**src/rtl/fifo_pkg.sv**
```systemverilog
// Shared defaults and parameter legality checks for the synchronous FIFO.
package fifo_pkg;

  localparam int DEFAULT_DEPTH      = 16;
  localparam int DEFAULT_DATA_WIDTH = 8;

  function automatic bit depth_ok(input int depth);
    return (depth >= 4) && ((depth & (depth - 1)) == 0);
  endfunction

  function automatic bit af_thresh_ok(input int depth, input int af);
    return (af >= 1) && (af <= depth);
  endfunction

  function automatic bit ae_thresh_ok(input int depth, input int ae);
    return (ae >= 0) && (ae <= depth - 1);
  endfunction

endpackage

```
**src/rtl/fifo_ram.sv**
```systemverilog
// DEPTH x DATA_WIDTH storage: synchronous write, asynchronous read.
module fifo_ram
  import fifo_pkg::*;
#(
  parameter int DEPTH      = DEFAULT_DEPTH,
  parameter int DATA_WIDTH = DEFAULT_DATA_WIDTH
) (
  input  logic                     clk,
  input  logic                     we,
  input  logic [$clog2(DEPTH)-1:0] waddr,
  input  logic [DATA_WIDTH-1:0]    wdata,
  input  logic [$clog2(DEPTH)-1:0] raddr,
  output logic [DATA_WIDTH-1:0]    rdata
);

  logic [DATA_WIDTH-1:0] mem [DEPTH];

  // NOTE: storage has no reset; stale entries are unreachable once the pointers clear.
  always_ff @(posedge clk) begin
    if (we) mem[waddr] <= wdata;
  end

  assign rdata = mem[raddr];

endmodule

```
**src/rtl/sync_fifo_param.sv**
```systemverilog
// Parameterised single-clock FIFO with level-decoded flags and error pulses.
// Define SYNC_FIFO_FWFT_EN for first-word-fall-through read behaviour.
module sync_fifo_param
  import fifo_pkg::*;
#(
  parameter int DEPTH      = DEFAULT_DEPTH,
  parameter int DATA_WIDTH = DEFAULT_DATA_WIDTH,
  parameter int AF_THRESH  = DEPTH - 4,
  parameter int AE_THRESH  = 2
) (
  input  logic                       clk,
  input  logic                       rst_n,
  input  logic                       wrEn_i,
  input  logic [DATA_WIDTH-1:0]      wdata_i,
  input  logic                       rdEn_i,
  output logic [DATA_WIDTH-1:0]      rdata_o,
  output logic                       rdValid_o,
  output logic                       full_o,
  output logic                       empty_o,
  output logic                       almost_full_o,
  output logic                       almost_empty_o,
  output logic [$clog2(DEPTH):0]     level_o,
  output logic                       overflw_o,
  output logic                       underflw_o
);

  localparam int PTR_WIDTH = $clog2(DEPTH);
  localparam int LVL_W     = PTR_WIDTH + 1;
  localparam logic [LVL_W-1:0] FULL_LVL = LVL_W'(DEPTH);
  localparam logic [LVL_W-1:0] AF_LVL   = LVL_W'(AF_THRESH);
  localparam logic [LVL_W-1:0] AE_LVL   = LVL_W'(AE_THRESH);

  if (!depth_ok(DEPTH)) begin : g_bad_depth
    $error("sync_fifo_param: DEPTH must be a power of two >= 4");
  end
  if (!af_thresh_ok(DEPTH, AF_THRESH)) begin : g_bad_af
    $error("sync_fifo_param: AF_THRESH must be in 1..DEPTH");
  end
  if (!ae_thresh_ok(DEPTH, AE_THRESH)) begin : g_bad_ae
    $error("sync_fifo_param: AE_THRESH must be in 0..DEPTH-1");
  end

  logic [PTR_WIDTH-1:0]  wr_ptr, rd_ptr;
  logic [LVL_W-1:0]      level;
  logic [DATA_WIDTH-1:0] ram_rdata;
  logic                  wr_acc, rd_acc;

  // A full FIFO still takes a write when a pop frees a slot on the same edge.
  assign rd_acc = rdEn_i & ~empty_o;
  assign wr_acc = wrEn_i & (~full_o | rd_acc);

  assign full_o         = (level == FULL_LVL);
  assign empty_o        = (level == '0);
  assign almost_full_o  = (level >= AF_LVL);
  assign almost_empty_o = (level <= AE_LVL);
  assign level_o        = level;

  fifo_ram #(
    .DEPTH      (DEPTH),
    .DATA_WIDTH (DATA_WIDTH)
  ) u_ram (
    .clk   (clk),
    .we    (wr_acc),
    .waddr (wr_ptr),
    .wdata (wdata_i),
    .raddr (rd_ptr),
    .rdata (ram_rdata)
  );

  // NOTE: sequential state uses non-blocking assignments so every register samples pre-edge values.
  always_ff @(posedge clk or negedge rst_n) begin
    if (!rst_n) begin
      wr_ptr     <= '0;
      rd_ptr     <= '0;
      level      <= '0;
      overflw_o  <= 1'b0;
      underflw_o <= 1'b0;
    end else begin
      if (wr_acc) wr_ptr <= wr_ptr + PTR_WIDTH'(1);
      if (rd_acc) rd_ptr <= rd_ptr + PTR_WIDTH'(1);
      case ({wr_acc, rd_acc})
        2'b10:   level <= level + LVL_W'(1);
        2'b01:   level <= level - LVL_W'(1);
        default: level <= level;
      endcase
      overflw_o  <= wrEn_i & ~wr_acc;
      underflw_o <= rdEn_i & ~rd_acc;
    end
  end

`ifdef SYNC_FIFO_FWFT_EN
  assign rdata_o   = empty_o ? '0 : ram_rdata;
  assign rdValid_o = ~empty_o;
`else
  always_ff @(posedge clk or negedge rst_n) begin
    if (!rst_n) begin
      rdata_o   <= '0;
      rdValid_o <= 1'b0;
    end else begin
      rdValid_o <= rd_acc;
      if (rd_acc) rdata_o <= ram_rdata;
    end
  end
`endif

endmodule

```
**config.mk**
```make
export PLATFORM = sky130hd
export DESIGN_NAME = sync_fifo_param
export DESIGN_NICKNAME = d
export VERILOG_FILES = /design/src/rtl/fifo_pkg.sv /design/src/rtl/fifo_ram.sv /design/src/rtl/sync_fifo_param.sv
export SDC_FILE = /design/constraint.sdc
export NUM_CORES = 1
export LEC_CHECK = 0
export BUFFER_PORTS_ARGS = -buffer_cell sky130_fd_sc_hd__buf_2
export CELL_PAD_IN_SITES_DETAIL_PLACEMENT = 0
export CELL_PAD_IN_SITES_GLOBAL_PLACEMENT = 1
export CORE_MARGIN = 4
export CORE_UTILIZATION = 25
export CTS_BUF_LIST = sky130_fd_sc_hd__clkbuf_8
export CTS_CLUSTER_SIZE = 24
export DETAILED_ROUTE_END_ITERATION = 8
export GPL_ROUTABILITY_DRIVEN = 0
export GPL_TIMING_DRIVEN = 0
export HOLD_SLACK_MARGIN = 0.03
export PLACE_DENSITY_LB_ADDON = 0.1
export SYNTH_ARGS = -nofsm -noshare
export SYNTH_HDL_FRONTEND = slang
export SYNTH_HIERARCHICAL = 1
export SYNTH_SLANG_ARGS = --single-unit
```
**constraint.sdc**
```tcl
create_clock -name clk -period 2.4 [get_ports clk]
set_input_delay 0.36 -clock clk [delete_from_list [all_inputs] [get_ports clk]]
set_output_delay 0.36 -clock clk [all_outputs]
set_load 0.02 [all_outputs]
```
# Word-level counts from Yosys, hierarchy flattened
# Memory sizes are Yosys's and may differ from the RTL's. A register that Yosys moved wholly into a read port is not among the register bits.
# Cells that the tools add are included.
# op_classes
n_eq_ne,3
n_mux,3
bitwise_logic,9
order_cmp,2
n_reduce_logical,3
n_addsub,4
# ops
op,count
5-bit one-hot mux with 2 select lines,1
4-bit by 1-bit adder with 4-bit output (second input constant),2
5-bit by 1-bit adder with 5-bit output (second input constant),1
5-bit equality test (second input constant),1
5-bit by 4-bit greater-or-equal comparator with 1-bit output (second input constant),1
5-bit by 2-bit <= comparator with 1-bit output (second input constant),1
5-bit zero test,1
5-bit by 1-bit subtractor with 5-bit output (second input constant),1
1-bit AND,4
1-bit NOT,4
2-bit by 1-bit equality test with 1-bit output (second input constant),1
2-bit equality test (second input constant),1
1-bit two-way mux,2
2-bit nonzero test,1
1-bit zero test,1
1-bit bitwise OR,1
# word_totals
out_inout_bits,20
register_bits,16
ramBits,128
n_memories,1
# memory_table
name,depth,width,read_ports,rd_clocked_by_memory_dff,wr,line,source
u_ram.mem,16,8,1,1,1,fifo_ram.sv:16,logic [DATA_WIDTH-1:0] mem [DEPTH];

# Depth between registers and ports, before layout
# depth
word_depth,7
ltp_mapped,7

# Modules after synthesis
# Netlist, hierarchy kept.
# by_module_without_submodules
module,cells_per_inst,instances,area_per_inst_um2,seq_area_each_um2
fifo_ram,221,1,4987.3,3843.7
sync_fifo_param,125,1,1247.4,600.6

# Least setup slack after synthesis
# Ideal clock, no wire load.
# synth_timing
path_kind,reg-to-reg
startpoint,"register level[1], in the netlist level_o[1]"
endpoint,"register level[4], in the netlist level_o[4]"
required_ns,2.313
slack_ns,-0.076
setup_time_ns,0.087
period_less_slack_ns,2.476
t_arrival_ns,2.389
path_stages_with_launch,8
path_cell_list,dfrtp_1 nor4_4 a21oi_1 fa_1 a21o_1 a21o_1 a211o_1 o211ai_1
# synth_via
elab_chain_len,7
# synth_rtl
element,line,source
from (decl),sync_fifo_param.sv:44,logic [LVL_W-1:0] level;
from (signal assigned),sync_fifo_param.sv:82,2'b10: level <= level + LVL_W'(1);
from (signal assigned),sync_fifo_param.sv:83,2'b01: level <= level - LVL_W'(1);
from (signal assigned),sync_fifo_param.sv:84,default: level <= level;
5-bit zero test,sync_fifo_param.sv:53,assign empty_o = (level == '0);
1-bit NOT,sync_fifo_param.sv:49,assign rd_acc = rdEn_i & ~empty_o;
1-bit AND,sync_fifo_param.sv:49,
1-bit bitwise OR,sync_fifo_param.sv:50,assign wr_acc = wrEn_i & (~full_o | rd_acc);
1-bit AND,sync_fifo_param.sv:50,
2-bit by 1-bit equality test with 1-bit output / 2-bit equality test (equally long branches),sync_fifo_param.sv:81,"case ({wr_acc, rd_acc})"
5-bit one-hot mux with 2 select lines / 2-bit nonzero test (equally long branches),n/a,
# Parallel ways exist; a longest one is shown, timed or not.
# A chain may end at the register's enable or synchronous reset.

# Worst setup path in the final report
# layout_timing
startpoint,"register level[4], in the netlist level_o[4]"
endpoint,memory u_ram/mem[3][3] (netlist bit) (enable)
# layout_via
elab_chain_len,7
# layout_rtl
element,line,source
5-bit zero test,sync_fifo_param.sv:53,
1-bit NOT,sync_fifo_param.sv:49,
1-bit AND,sync_fifo_param.sv:49,
1-bit bitwise OR *,sync_fifo_param.sv:50,
1-bit AND *,sync_fifo_param.sv:50,
net wr_acc,sync_fifo_param.sv:46,"logic wr_acc, rd_acc;"
1-bit two-way mux *,fifo_ram.sv:20,if (we) mem[waddr] <= wdata;
1-bit two-way mux (implied by the code) *,fifo_ram.sv:20,
to (decl),fifo_ram.sv:16,
# The timed path passes the listed nets; every way through them passes the cells marked *.

==> run_results.csv <==
group,metric,value,unit
outcome,status,"complete, but fails checks",
outcome,violations,"negative setup slack",
synth,yosys.area_share.simple,0.0704,
drt,wl_per_cell,20.4,um
drt,dr.first_iter.drc_count,185,
floorplan,rows,57,
place,place_ws,-270,ps
power,total_power,8.57,mW
drt,drc_errors,0,
clock_tree,cts-buffers-inserted,17,
floorplan,die-area,27500,um2
finish,multi_input_area,1760,um2
sta,fin_ws,-47.4,ps
sta,period_needed,2450,ps
setup_path,crit_path_max_fanout,8,
clock_tree,root_buffer,"clkbuf_8",
synth,ys_seq_area_frac,0.713,
global_route,overflow,0,
finish,layout.nets,426,
synth,syn-cell-area,6230,um2
setup_path,cp_data_arrival_time,2520,ps
floorplan,start_util,0.255,
global_route,grt_pass1_vias,3319,
place,placed_cells,701,
clock_tree,cts_buffer_depth,2,
finish,drive_gt1_frac,0.306,
synth,yosys_warnings,6,
synth,ys_types,45,
finish,fillCellCount,2434,
finish,regArea,4450,um2
power,ir_drop,0.380,mV
drt,first_pass_iters,4,
sta,hold_ws,324,ps
finish,mostFrequentLayoutCells,"edfxtp_1, nand2_1, buf_2, dfrtp_1, mux4_2",
synth,avgSynthCellArea,18.0,um2
synth,synth_ff_type,"edfxtp_1",
sta,setup_violations,24,
synth,synth_fp_nets,364,
setup_path,end_kind,"flip-flop",
synth,synthMuxAreaShare,0.131,
sta,fmax,0.409,GHz
finish,fin_util,0.302,
clock_tree,clk_pin_slew_worst_paths,100,ps
sta,fin_crit_sh,1.02,
finish,syn_to_final_growth,18.5,%
synth,synth_edf_count,128,
finish,num_antenna_cells,0,
place,hpwl,9860,um
floorplan,core_area,24500,um2
floorplan,die_y,166,um
drt,routed_wl,15200,um
drt,ant_nets,0,
synth,ys_ff_latch,152,
synth,synth_cells,346,
drt,viasPerCell,4.42,
drt,dr_total_vias,3295,
power,p_leak,2.60,nW
sta,skew,18.3,ps
floorplan,die_x,166,um
setup_path,r2r_setup_slack,-50,ps
hold_path,min_path_type,"in -> reg",
floorplan,io_pins,32,
setup_path,worstSetupPathType,"reg -> reg",
synth,synth_top_family_by_area,"multiplexers",
clock_tree,cts_sinks,152,
sta,worstMarginPinSlew,630,ps
synth,synth_fa_ha_area_frac,0.0132,
global_route,grt_max_degree,25,
sta,slew_headroom,0.580,
global_route,grt_pass1_wl,22400,um
synth,synth_compound_area_frac,0.0431,
finish,fin_cells,745,
sta,slew_violations,0,
setup_path,ff2ff_path_depth,4,
place,io_buffers,31,
finish,final_common_cell,"edfxtp_1",
sta,rsz0062_at_grt,"true",
sta,hold_violations,0,
setup_path,required,2470,ps
global_route,antenna_found_initial,0,
power,powerDensity,1160,nW/um2
global_route,grt_usage,0.112,
synth,synth_xor_area_frac,0.00983,
clock_tree,clk_latency,450,ps
synth,synth-async-reset-ratio,0.158,
setup_path,start_kind,"flip-flop",
clock_tree,ctsHtreeMaxLevel,4,
hold_path,min_path_cells,1,
run,drv_cap,0,
clock_tree,cts_tree,"done",
-- stage by stage --
step	instance area (um2)	TNS [ps]
global placement	6800	-17700
CTS	7270	-1540
detailed placement	6820	-8430
global route	7390	-2750
floorplan	6240	-0.362
finish	7390	-742
-- metal layers --
layer / GRT usage / wire (um)
met2: 0.183 / 7510
met3: 0.0314 / 874
met4: 0.0269 / 161
met1: 0.150 / 6650
met5: 0 / 0
-- state kept, by name (all words and copies together), names as in the netlist --
name,cells
rd_ptr,4
rdValid_o,1
underflw_o,1
overflw_o,1
rdata_o,8
u_ram/mem,128
wr_ptr,4
level_o,5
-- timing repair --
item,CTS,global route
buffers inserted,2,9
resized for setup,5,15
hold endpoints to repair,24,0
pin swaps,1,2
gates cloned,0,0
hold buffers,1,0
endpoints found under the setup margin,42,104
-- cells by family (layout without fill, tap and decap cells) --
| group | Yosys count | count (layout) |
|---|---|---|
| xor+xnor | 7 | 7 |
| flops | 152 | 152 |
| fa+ha+maj | 6 | 6 |
| simple gates | 91 | 91 |
| buf+inv | 18 | 93 |
| mux | 36 | 36 |
| compound gates | 36 | 36 |
-- cell usage after synthesis (2+ instances only) --
cell,number,area share
nand4_1,3,0.0030
clkdlybuf4s25_2,3,0.0048
nand3b_1,2,0.0024
xnor2_1,5,0.0070
a22oi_1,16,0.019
mux4_1,14,0.059
buf_6,3,0.0054
mux4_2,18,0.065
ha_1,5,0.010
a31oi_1,2,0.0020
nor3_1,4,0.0032
nand2b_1,3,0.0030
xor2_1,2,0.0028
edfxtp_1,128,0.62
inv_1,4,0.0024
dfrtp_1,24,0.096
nor2b_1,4,0.0040
nor2_1,15,0.0090
a211oi_1,4,0.0048
buf_2,5,0.0040
o211ai_1,2,0.0024
a21o_1,3,0.0036
mux2i_1,2,0.0032
a21oi_1,3,0.0024
and3_1,4,0.0040
and2_1,2,0.0020
nand3_1,4,0.0032
clkbuf_1,2,0.0012
nand2_1,44,0.026
-- final timing paths --
kind | from | endpoint
worst min register to register | rdata_o[1]$_DFFE_PN0P_ | rdata_o[1]$_DFFE_PN0P_
worst max register to register | level_o[4]$_DFFE_PN0P_ | u_ram/mem[3][3]$_DFFE_PP_
worst min-delay path | wdata_i[5] | u_ram/mem[12][5]$_DFFE_PP_
max in group asynchronous | rst_n | level_o[0]$_DFFE_PN0P_
worst max-delay path | level_o[4]$_DFFE_PN0P_ | u_ram/mem[3][3]$_DFFE_PP_
min in group asynchronous | rst_n | level_o[3]$_DFFE_PN0P_
-- power by group --
part / leakage [nW] / total, mW / internal [mW] / switching [mW]
clock network: 0.196 / 1.99 / 0.946 / 1.04
logic: 0.960 / 2.94 / 1.25 / 1.69
registers: 1.45 / 3.64 / 3.29 / 0.352
total: 2.60 / 8.57 / 5.48 / 3.08
-- critical path, stage by stage, from the launching register on --
cell and delay, ps:
dfrtp_2 480, inv_1 280, o31a_4 270, or3b_2 550, nor2_2 490
-- final cells by class --
cell class / instances / area share
buffer: 14 / 0.0141
clock buffer: 17 / 0.0317
clock inverter: 15 / 0.0225
inverter: 4 / 0.00203
multi-input combinational: 176 / 0.238
sequential: 152 / 0.602
tap: 324 / 0.0549
timing repair buffer: 43 / 0.0352
Note: power is estimated with default switching activity, not from simulation.
